<file path="src/rtl/execute_pipe.sv">
// Execute stage: single-cycle ALU with a valid/ready handshake on both sides, plus an
// optional shift-add multiplier enabled by defining EXECUTE_PIPE_MULT_EN.
module execute_pipe #(
   parameter int DATA_W     = 32,
   parameter int REG_ADDR_W = 5
) (
   input  logic                  clk,
   input  logic                  reset,
   input  logic                  in_valid,
   output logic                  in_ready,
   input  logic [DATA_W-1:0]     read_data_1,
   input  logic [DATA_W-1:0]     read_data_2,
   input  logic [DATA_W-1:0]     imm,
   input  logic [DATA_W-1:0]     next_pc,
   input  logic [1:0]            alu_op,
   input  logic                  alu_src,
   input  logic                  reg_dest,
   input  logic [REG_ADDR_W-1:0] rt,
   input  logic [REG_ADDR_W-1:0] rd,
   output logic                  out_valid,
   input  logic                  out_ready,
   output logic [DATA_W-1:0]     alu_result,
   output logic [DATA_W-1:0]     branch_target,
   output logic                  zero,
   output logic [REG_ADDR_W-1:0] write_register,
   output logic                  busy
);

   localparam logic [5:0] F_ADD = 6'b100000;
   localparam logic [5:0] F_SUB = 6'b100010;
   localparam logic [5:0] F_AND = 6'b100100;
   localparam logic [5:0] F_OR  = 6'b100101;
   localparam logic [5:0] F_SLT = 6'b101010;

   logic [DATA_W-1:0]     op_b;
   logic [5:0]            funct;
   logic [DATA_W-1:0]     alu_result_d;
   logic [DATA_W-1:0]     branch_target_d;
   logic                  zero_d;
   logic [REG_ADDR_W-1:0] write_register_d;
   logic                  slt_d;
   logic                  fire_in;
   logic                  fire_out;
   logic                  is_mult;
   logic                  busy_w;

   logic                  out_valid_q;
   logic [DATA_W-1:0]     alu_result_q;
   logic [DATA_W-1:0]     branch_target_q;
   logic                  zero_q;
   logic [REG_ADDR_W-1:0] write_register_q;

   assign op_b             = alu_src ? imm : read_data_2;
   assign funct            = imm[5:0];
   assign slt_d            = $signed(read_data_1) < $signed(op_b);
   assign branch_target_d  = next_pc + {imm[DATA_W-3:0], 2'b00};
   assign zero_d           = (read_data_1 == read_data_2);
   assign write_register_d = reg_dest ? rd : rt;

   always_comb begin
      alu_result_d = '0;
      case (alu_op)
         2'b00: alu_result_d = read_data_1 + op_b;
         2'b01: alu_result_d = read_data_1 - op_b;
         2'b10: begin
            case (funct)
               F_ADD:   alu_result_d = read_data_1 + op_b;
               F_SUB:   alu_result_d = read_data_1 - op_b;
               F_AND:   alu_result_d = read_data_1 & op_b;
               F_OR:    alu_result_d = read_data_1 | op_b;
               F_SLT:   alu_result_d = {{(DATA_W-1){1'b0}}, slt_d};
               default: alu_result_d = '0;
            endcase
         end
         default: alu_result_d = '0;
      endcase
   end

`ifdef EXECUTE_PIPE_MULT_EN
   localparam logic [5:0] F_MULT = 6'b011000;
   localparam int         CNT_W  = $clog2(DATA_W);

   typedef enum logic [1:0] {S_IDLE, S_MUL, S_DONE} state_t;

   state_t                state_q;
   logic [DATA_W-1:0]     mcand_q;
   logic [DATA_W-1:0]     mplier_q;
   logic [DATA_W-1:0]     acc_q;
   logic [CNT_W-1:0]      cnt_q;
   logic [DATA_W-1:0]     pend_bt_q;
   logic                  pend_zero_q;
   logic [REG_ADDR_W-1:0] pend_wr_q;

   assign is_mult = (alu_op == 2'b10) && (funct == F_MULT);
   assign busy_w  = (state_q != S_IDLE);
`else
   assign is_mult = 1'b0;
   assign busy_w  = 1'b0;
`endif

   assign in_ready = !reset && !busy_w && (!out_valid_q || out_ready);
   assign fire_in  = in_valid && in_ready;
   assign fire_out = out_valid_q && out_ready;

   always_ff @(posedge clk) begin
      if (reset) begin
         out_valid_q      <= 1'b0;
         alu_result_q     <= '0;
         branch_target_q  <= '0;
         zero_q           <= 1'b0;
         write_register_q <= '0;
`ifdef EXECUTE_PIPE_MULT_EN
         state_q     <= S_IDLE;
         mcand_q     <= '0;
         mplier_q    <= '0;
         acc_q       <= '0;
         cnt_q       <= '0;
         pend_bt_q   <= '0;
         pend_zero_q <= 1'b0;
         pend_wr_q   <= '0;
`endif
      end else begin
         if (fire_out) out_valid_q <= 1'b0;
         if (fire_in && !is_mult) begin
            out_valid_q      <= 1'b1;
            alu_result_q     <= alu_result_d;
            branch_target_q  <= branch_target_d;
            zero_q           <= zero_d;
            write_register_q <= write_register_d;
         end
`ifdef EXECUTE_PIPE_MULT_EN
         case (state_q)
            S_IDLE: begin
               // Side results are parked until the product is ready, so the visible outputs stay put.
               if (fire_in && is_mult) begin
                  mcand_q     <= read_data_1;
                  mplier_q    <= op_b;
                  acc_q       <= '0;
                  cnt_q       <= '0;
                  pend_bt_q   <= branch_target_d;
                  pend_zero_q <= zero_d;
                  pend_wr_q   <= write_register_d;
                  state_q     <= S_MUL;
               end
            end
            S_MUL: begin
               if (mplier_q[0]) acc_q <= acc_q + mcand_q;
               mcand_q  <= mcand_q << 1;
               mplier_q <= mplier_q >> 1;
               cnt_q    <= cnt_q + 1'b1;
               if (cnt_q == CNT_W'(DATA_W - 1)) state_q <= S_DONE;
            end
            S_DONE: begin
               if (!out_valid_q || out_ready) begin
                  out_valid_q      <= 1'b1;
                  alu_result_q     <= acc_q;
                  branch_target_q  <= pend_bt_q;
                  zero_q           <= pend_zero_q;
                  write_register_q <= pend_wr_q;
                  state_q          <= S_IDLE;
               end
            end
            default: state_q <= S_IDLE;
         endcase
`endif
      end
   end

   assign out_valid      = out_valid_q;
   assign alu_result     = alu_result_q;
   assign branch_target  = branch_target_q;
   assign zero           = zero_q;
   assign write_register = write_register_q;
   assign busy           = busy_w;

endmodule

</file>
<file path="config.mk">
export PLATFORM = sky130hd
export DESIGN_NAME = execute_pipe
export DESIGN_NICKNAME = d
export VERILOG_FILES = /design/src/rtl/execute_pipe.sv
export SDC_FILE = /design/constraint.sdc
export NUM_CORES = 1
export LEC_CHECK = 0
export ABC_CLOCK_PERIOD_IN_PS = 4700
export CORE_MARGIN = 8
export CORE_UTILIZATION = 30
export CTS_BUF_LIST = sky130_fd_sc_hd__clkbuf_8 sky130_fd_sc_hd__clkbuf_16
export DETAILED_ROUTE_END_ITERATION = 16
export PLACE_DENSITY = 0.53
export SLEW_MARGIN = 20
export SYNTH_ARGS = -nofsm -noshare
export SYNTH_HDL_FRONTEND = slang
export SYNTH_SLANG_ARGS = --single-unit
</file>
<file path="constraint.sdc">
create_clock -name clk -period 4.7 [get_ports clk]
set_input_delay 0.94 -clock clk [delete_from_list [all_inputs] [get_ports clk]]
set_output_delay 0.94 -clock clk [all_outputs]
set_load 0.005 [all_outputs]
</file>
## After elaboration in Yosys (flattened, before gate mapping)

Cells that the tools add are included.

- Bits of input ports: 146
- Bits in read-only memories: 0
- Output and inout bits: 73
- Word-level logic and storage cells: 33
- Memories: 0
- Bits in registers: 71
- Bits in writable memories: 0
- Latch bits: 0

- Eq/ne operators: 8
- Div/mod/pow operators: 0
- $mul: 0
- $add $sub $neg: 3
- Bitwise logic cells: 2
- Mux-type cells: 6
- Magnitude comparators: 1
- Shift-type cells: 0
- Reductions and logical operators: 8

Operators by type and width:

| cell | number |
|---|---|
| 32-bit case mux with 5 select lines | 1 |
| 32-bit case mux with 3 select lines | 1 |
| 32-bit adder | 2 |
| 32-bit bitwise AND | 1 |
| 32-bit == test | 1 |
| 32-bit less-than comparator | 1 |
| 32-bit two-way mux | 1 |
| 32-bit bitwise OR | 1 |
| 32-bit subtractor | 1 |
| 6-bit == test, second input constant | 5 |
| 5-bit two-way mux | 1 |
| 1-bit logical AND | 3 |
| 2-bit by 1-bit == test with 1-bit output, second input constant | 1 |
| 2-bit == test, second input constant | 1 |
| 1-bit logical NOT | 2 |
| 2-bit logical NOT | 1 |
| 1-bit two-way mux | 2 |
| 2-bit nonzero test | 1 |
| 1-bit logical OR | 1 |

## Depth between registers and ports, before layout

Gate-level depths: netlist of run 1.

- Depth in word-level cells: 5
- Depth in mapped cells: 16
- Gate-level depth less buffers: 13

## Worst setup path after synthesis of run 1

Ideal clock, no wire load.

- Kind: input to register
- Start point: input port alu_src
- End point: register alu_result_q[30] (netlist: alu_result[30])
- Data required time: 4605 ps
- Path buffers: 2
- Setup time: 95 ps
- Stages: 15
- Slack: 130 ps
- Arrival: 4475 ps
- Cells stage by stage: clkbuf_1 > buf_1 > mux2i_1 > inv_1 > ha_1 > fa_1 > a211oi_1 > o31a_1 > o21ai_1 > a21o_1 > a2111oi_0 > o21ai_1 > o41ai_1 > xor2_1 > o311ai_1

- Longest elaborated chain between the ends: 4
- Elaborated cells between the ends (all ways): 7
- Classes of those cells: 2 x add/sub; 3 x mux; 2 x bitwise

RTL lines:

| item | RTL line | source |
|---|---|---|
| start, declared | 16 | `input logic alu_src,` |
| 32-bit two-way mux * | 53 | `assign op_b = alu_src ? imm : read_data_2;` |
| 32-bit subtractor, or another cell as far along | 64, 68 |  |
| 32-bit case mux with 5 select lines | 66 | `case (funct)` |
| 32-bit case mux with 3 select lines * | 62 | `case (alu_op)` |
| end signal, assigned | 126 | `alu_result_q <= alu_result_d;` |
| end, declared | 48 | `logic [DATA_W-1:0] alu_result_q;` |

Every way passes the cells marked *; elsewhere a longest branch is shown, timed or not.
A chain may end at the register's enable or synchronous reset.

## Worst setup path after layout of run 1

- Start point: input port read_data_2[0]
- End point: register alu_result_q[30] (netlist: alu_result[30])

- Longest elaborated chain between the ends: 4
- Elaborated cells between the ends (all ways): 5
- Classes of those cells: 2 x add/sub; 3 x mux

RTL lines:

| item | RTL line | source |
|---|---|---|
| start, declared | 12 | `input logic [DATA_W-1:0] read_data_2,` |
| 32-bit two-way mux * | 53 |  |
| 32-bit subtractor / 32-bit adder (equally long branches) | n/a |  |
| 32-bit case mux with 5 select lines | 66 |  |
| 32-bit case mux with 3 select lines * | 62 |  |

Marked as above.

==> results of run 1 <==
-- registers in the layout, summed over array words and instances, names as in the netlist --
| register | cells |
|---|---|
| alu_result | 32 |
| branch_target | 32 |
| write_register | 5 |
| out_valid | 1 |
| zero | 1 |
-- power groups by stage --
stage          clock [mW]  combinational (mW)  sequential [mW]
4_1_cts             0.791                1.47            0.688
2_1_floorplan           0               0.833            0.701
5_1_grt             0.809                1.61            0.695
6_report            0.771                1.49            0.688
3_5_place_dp            0                1.46            0.701
3_3_place_gp            0                1.46            0.701
-- path summary, 6_finish.rpt --
check / from / end / slack [ns] / cells past startpoint
max: read_data_2[0] / alu_result[30]$_SDFFE_PP0P_ / 0.31 / 15
min: alu_result[13]$_SDFFE_PP0P_ / alu_result[13]$_SDFFE_PP0P_ / 0.44 / 2
max reg2reg: out_valid$_SDFFE_PP0P_ / alu_result[12]$_SDFFE_PP0P_ / 2.51 / 8
min reg2reg: alu_result[13]$_SDFFE_PP0P_ / alu_result[13]$_SDFFE_PP0P_ / 0.44 / 2
-- cell families after synthesis --
family / count (synthesis)
compound gates: 453
xor+xnor: 62
fa+ha+maj: 145
buf+inv: 188
flops: 71
mux: 49
other cells: 1
simple gates: 341
-- through the flow --
step | std cells | util | hold WS, ns | worst slack, ns | instance area, um2
after CTS | 1945 | 0.401 | 0.445 | 0.406 | 12900
after global routing | 1946 | 0.401 | 0.457 | 0.0617 | 12900
after detailed placement | 1929 | 0.392 | 0.434 | 0.0752 | 12600
after global placement | 1929 | 0.392 | 0.435 | 0.0959 | 12600
after floorplan | 1310 | - | 0.439 | 0.130 | 9730
final | 1946 | 0.401 | 0.440 | 0.312 | 12900
-- metal layers --
| metal | global-route usage | vias up |
|---|---|---|
| met3 | 0.0422 | 59 |
| li1 | - | 5220 |
| met4 | 0.0688 | 2 |
| met5 | 0 | - |
| met1 | 0.288 | 5093 |
| met2 | 0.347 | 411 |
-- layout make-up --
class,count,area share
timing repair buffer,281,0.204
antenna,1,0.000194
tap,408,0.0395
inverter,118,0.0345
sequential,71,0.110
clock inverter,6,0.00532
clock buffer,10,0.0185
multi-input combinational,1051,0.588
-- cell usage after synthesis, drive strengths merged, types with 5 or more instances --
library cell | n | area [um2]
a2111oi | 9 | 78.8
a211o | 5 | 43.8
a211oi | 31 | 238
a21o | 26 | 198
a21oi | 112 | 561
a221o | 6 | 60.1
a221oi | 15 | 138
a22oi | 17 | 128
a311oi | 7 | 61.3
a31o | 5 | 52.6
a31oi | 9 | 56.3
and2 | 7 | 43.8
and3 | 9 | 57.6
buf | 15 | 75.1
clkbuf | 55 | 206
dfxtp | 71 | 1420
ha | 142 | 1780
inv | 117 | 442
mux2i | 48 | 480
nand2 | 80 | 300
nand2b | 12 | 75.1
nand3 | 38 | 190
nand4 | 10 | 62.6
nor2 | 103 | 387
nor2b | 17 | 106
nor3 | 24 | 120
nor4 | 9 | 56.3
o211ai | 16 | 120
o21ai | 87 | 435
o21bai | 23 | 173
o221ai | 5 | 43.8
o22ai | 16 | 100
o31ai | 14 | 119
or2 | 6 | 37.5
or3 | 7 | 43.8
xnor2 | 32 | 280
xor2 | 30 | 263
-- worst max-delay path, stage by stage --
cell	delay [ns]
clkdlybuf4s50_1	0.42
mux2i_1	0.18
inv_1	0.09
ha_1	0.21
fa_1	0.42
a211oi_1	0.25
o31a_1	0.23
o21ai_1	0.18
a21o_1	0.24
a2111oi_0	0.47
buf_4	0.19
o21ai_1	0.09
o41ai_1	0.32
xor2_1	0.11
o311ai_1	0.29
-- cell usage in the layout, fill, tap and decap left out, types with 9 or more instances in the layout --
| cell | n |
|---|---|
| a2111oi_0 | 9 |
| a211oi_1 | 30 |
| a21o_1 | 24 |
| a21oi_1 | 111 |
| a221oi_1 | 14 |
| a22oi_1 | 17 |
| buf_4 | 64 |
| clkbuf_16 | 9 |
| clkdlybuf4s50_1 | 215 |
| dfxtp_1 | 71 |
| ha_1 | 142 |
| inv_1 | 116 |
| mux2i_1 | 48 |
| nand2_1 | 79 |
| nand2b_1 | 12 |
| nand3_1 | 38 |
| nand4_1 | 10 |
| nor2_1 | 102 |
| nor2b_1 | 16 |
| nor3_1 | 24 |
| nor4_1 | 9 |
| o211ai_1 | 16 |
| o21ai_0 | 78 |
| o21ai_1 | 9 |
| o21bai_1 | 23 |
| o22ai_1 | 16 |
| o31ai_1 | 13 |
| xnor2_1 | 32 |
| xor2_1 | 30 |
==> results.ini, run 1 <==
[outcome]
outcome=completed

[timing]
period_minus_slack_ns=4.39
slew_headroom=0.386
finClkSkew_ns=0.0109
max_freq_mhz=228
timing.setup.tns_ns=0
period_share=0.934
drv_slew=0
grt_setup_unrepaired=no
hold_viol_final=0
worst_pin_slew_ns=0.921
setup_viol=0

[synth]
synthMuxAreaShare=0.0506
yosysUniqueCellTypes=85
synthFlopType=dfxtp_1
synth_seq_area_share=0.146
yosys_warnings=0
synth_nets=1601
avgSynthCellArea_um2=7.42
synthSimpleGateAreaFrac=0.168
synthCells=1310
synthesis.area_um2=9730
synthAdderAreaFrac=0.189
synth_top_family_by_area=compound AO/OA/AOI/OAI gates
synth_compound_area_frac=0.315
synth_xor_xnor_area_share=0.0558
async_flop_share=0
synth_seq_cells=71
synth_edf_count=0

[clock_network]
post_cts.repair.setup_buffers=0
clk_pin_slew_ns=0.08
ctsResizeCount=0
cts-root-buf=clkbuf_16
cts_tree=yes
insertion_delay_ns=0.36
cts.sinks=71
clockBufferDepth=2
htree_num_levels=3
hold_buffers=0
cts_buffers=9

[power]
powerDensity_nw_per_um2=228
power.internal_mw=1.75
p_sw_mw=1.20
switching_share=0.407
power_frac_comb=0.505
pwr-share-clk=0.262
total_power_mw=2.95
p_seq_frac=0.234
irDropWorstVdd_mv=0.187
p_leak_nw=5.57

[detailed_routing]
antenna_left=0
wl_mm=43.1
firstDrtPassIters=5
route.met2.wl_mm=19.5
first_iter_violations=998
highest_layer=met5
drc=0
drt-met1-wl_mm=19.7
wl_met3_mm=2.69
wl_per_cell_um=22.1
vias=10800
routed_via_density=5.54

[setup_path]
cp.required_ns=4.97
start_kind=input port
end_kind=flop
cp_max_fo=3
arrival_ns=4.65
worstSetupPathType=in2reg

[layout]
syn_to_final_growth_pct=32.9
nFillCells=3330
final_nets=1823
drive_above_1_share=0.0729
multiInputGateArea_um2=7590
ff_latch_area_um2=1420

[placement]
dp_hpwl_mm=34.4
gp_congestion=0.944
io_buffers=217

[global_routing]
grt_pass1_vias=10500
grt_max_degree=63
grt_overflow=0
grt_antenna_before_repair=2
track_usage=0.216
grt_pass1_wl_mm=64.5

[die]
placementRows=66
start_util=0.302
die_w_um=196
pin_count=219
core_area_um2=32200
die-area_um2=38400
die_h_um=196

[hold_path]
hold_class=reg2reg

[run]
max_cap_violations=0

(Power assumes the default switching activity.)
==> inputs of run 2 (changes only) <==
Settings changed: ABC_CLOCK_PERIOD_IN_PS 4700 to 3940.
Clock period 4.7 ns to 3.94 ns, I/O delays scaled along.
==> results.ini, run 2 (same netlist as run 1, synthesis figures left out) <==
[outcome]
outcome=completed

[detailed_routing]
drc=0  ; unchanged
wl_mm=44.2  ; +2.7%
vias=11300  ; +4.8%
firstDrtPassIters=5  ; unchanged
wl_per_cell_um=20.8  ; -5.9%
first_iter_violations=883  ; -12%
antenna_left=0  ; unchanged
routed_via_density=5.32  ; -4.0%

[clock_network]
cts_buffers=9  ; unchanged
insertion_delay_ns=0.37  ; about the same
clockBufferDepth=2  ; unchanged
cts-root-buf=clkbuf_16
cts_tree=yes
cts.sinks=71  ; unchanged
htree_num_levels=3  ; unchanged
clk_pin_slew_ns=0.07  ; about the same

[die]
pin_count=219  ; unchanged
die_w_um=196  ; unchanged
die_h_um=196  ; unchanged
core_area_um2=32200  ; unchanged
start_util=0.302  ; unchanged
placementRows=66  ; unchanged
die-area_um2=38400  ; unchanged

[timing]
hold_viol_final=0  ; unchanged
max_freq_mhz=266
drv_slew=0  ; unchanged
period_share=0.953
period_minus_slack_ns=3.75
finClkSkew_ns=0.00735  ; -0.00356 ns
slew_headroom=0.505  ; +0.119
setup_viol=0  ; unchanged
fin_ws_ns=0.187  ; -0.125 ns
worst_pin_slew_ns=0.743  ; -0.179 ns

[placement]
io_buffers=217  ; unchanged
dp_hpwl_mm=36.1  ; +5.2%
dp_slack_ns=-0.386  ; -0.461 ns
gp_congestion=0.938  ; -0.60%
dp.cells=2106  ; +9.2%

[power]
p_leak_nw=6.48  ; +16%
p_seq_frac=0.216  ; -0.018
power.internal_mw=2.29  ; +31%
p_sw_mw=1.50  ; +25%
switching_share=0.396  ; -0.0112
total_power_mw=3.79  ; +29%
pwr-share-clk=0.244  ; -0.018
irDropWorstVdd_mv=0.185  ; -0.80%
power_frac_comb=0.540  ; +0.035
powerDensity_nw_per_um2=262  ; +15%

[setup_path]
arrival_ns=4.02  ; -0.63 ns
cp.buffers_inverters=2  ; -1
path_delay_family=compound AO/OA/AOI/OAI gates
cp.required_ns=4.20  ; -0.77 ns
end_kind=flop
timing.critical_path.cells=clkdlybuf4s50_1 > mux2i_1 > ha_1 > a21o_1 > a21o_1 > a311oi_1 > o21bai_1 > a221oi_1 > o31ai_1 > buf_4 > a21oi_1 > nor3_1 > o31a_1
max_stage_delay_ns=0.46  ; about the same
crit_slowest_cell=clkdlybuf4s50_1
path_common_cell=a21o_1
cp_max_fo=3  ; unchanged
worstSetupPathType=in2reg
start_kind=input port

[global_routing]
grt_pass1_wl_mm=67.6  ; +4.8%
grt_pass1_vias=11300  ; +8.1%
grt_antenna_before_repair=1  ; -1
grt_max_degree=62  ; -1.6%
grt_overflow=0  ; unchanged
track_usage=0.225  ; +0.00856

[hold_path]
hold_class=reg2reg

[layout]
stdcell_count=2124  ; +9.1%
final_cell_mix=buf_4, clkdlybuf4s50_1, ha_1
final_nets=2001  ; +9.8%
mostFrequentLayoutCell=buf_4
drive_above_1_share=0.181  ; +0.108
syn_to_final_growth_pct=48.7

[run]
max_cap_violations=0  ; unchanged

==> run 2: cell count changes in the layout (fill, tap and decap cells not counted), moves of 3 or more <==
cell     previous run  this run
buf_4              64       237
buf_12              0         4
o21ai_1             9         5
a21oi_1           111       108
a21oi_2             1         4
o21ai_2             0         3
==> run 2: power by group through the flow <==
stage | Sequential, mW | Combinational (mW) | Clock, mW
6_report | 0.819 | 2.05 | 0.924
5_1_grt | 0.827 | 2.23 | 0.971
4_1_cts | 0.819 | 2.01 | 0.948
3_5_place_dp | 0.835 | 1.99 | 0
3_3_place_gp | 0.834 | 1.98 | 0
2_1_floorplan | 0.837 | 1.00 | 0
==> run 2: metal layers <==
metal  up-vias  global-route usage  routed length (um)
met1      5335               0.284               19900
met5         -                   0                   0
met4         0              0.0823                1360
met3        54              0.0399                2280
li1       5567                   -                   -
met2       347               0.378               20700
==> run 2: repair_timing <==
action	CTS	global route
resized for setup	3	22
setup endpoints to repair	3	14
hold buffers	0	0
buffers inserted	0	1
pin swaps	0	9
==> run 2: worst paths after layout <==
kind / slack [ns] / endpoint / cells past startpoint / from
worst min register to register: 0.45 / branch_target[1]$_SDFFE_PP0P_ / 2 / branch_target[1]$_SDFFE_PP0P_
worst max register to register: 1.71 / alu_result[29]$_SDFFE_PP0P_ / 8 / out_valid$_SDFFE_PP0P_
worst max-delay path: 0.19 / alu_result[31]$_SDFFE_PP0P_ / 13 / imm[20]
worst min-delay path: 0.45 / branch_target[1]$_SDFFE_PP0P_ / 2 / branch_target[1]$_SDFFE_PP0P_
==> run 2: area by class of cell <==
| cell class | count | area [um2] |
|---|---|---|
| multi-input cells | 1051 | 7740 |
| repair buffers | 459 | 4040 |
| well taps | 408 | 510 |
| inverters | 118 | 445 |
| clock inverters | 6 | 67.6 |
| flip-flops and latches | 71 | 1420 |
| fillers | 3320 | 17700 |
| diodes | 1 | 2.50 |
| clock buffers | 10 | 239 |
==> run 2: metrics by stage <==
step | utilization | setup TNS, ns | hold WS (ns) | area (um2)
CTS | 0.445 | 0 | 0.459 | 14300
finish | 0.449 | 0 | 0.454 | 14500
detailed placement | 0.435 | -3.61 | 0.445 | 14000
global route | 0.449 | -0.0265 | 0.475 | 14500
floorplan | - | 0 | 0.439 | 9770
global placement | 0.435 | -2.85 | 0.436 | 14000
==> run 2: worst reg2reg max path: stages, from the launching register on <==
cell      delay [ns]
dfxtp_1         0.31
nor2b_1         0.13
nor2_1          0.22
and2_1          0.38
nand2_1         0.38
buf_4           0.30
nand2_1         0.07
nand2_1         0.06
a311oi_1        0.27
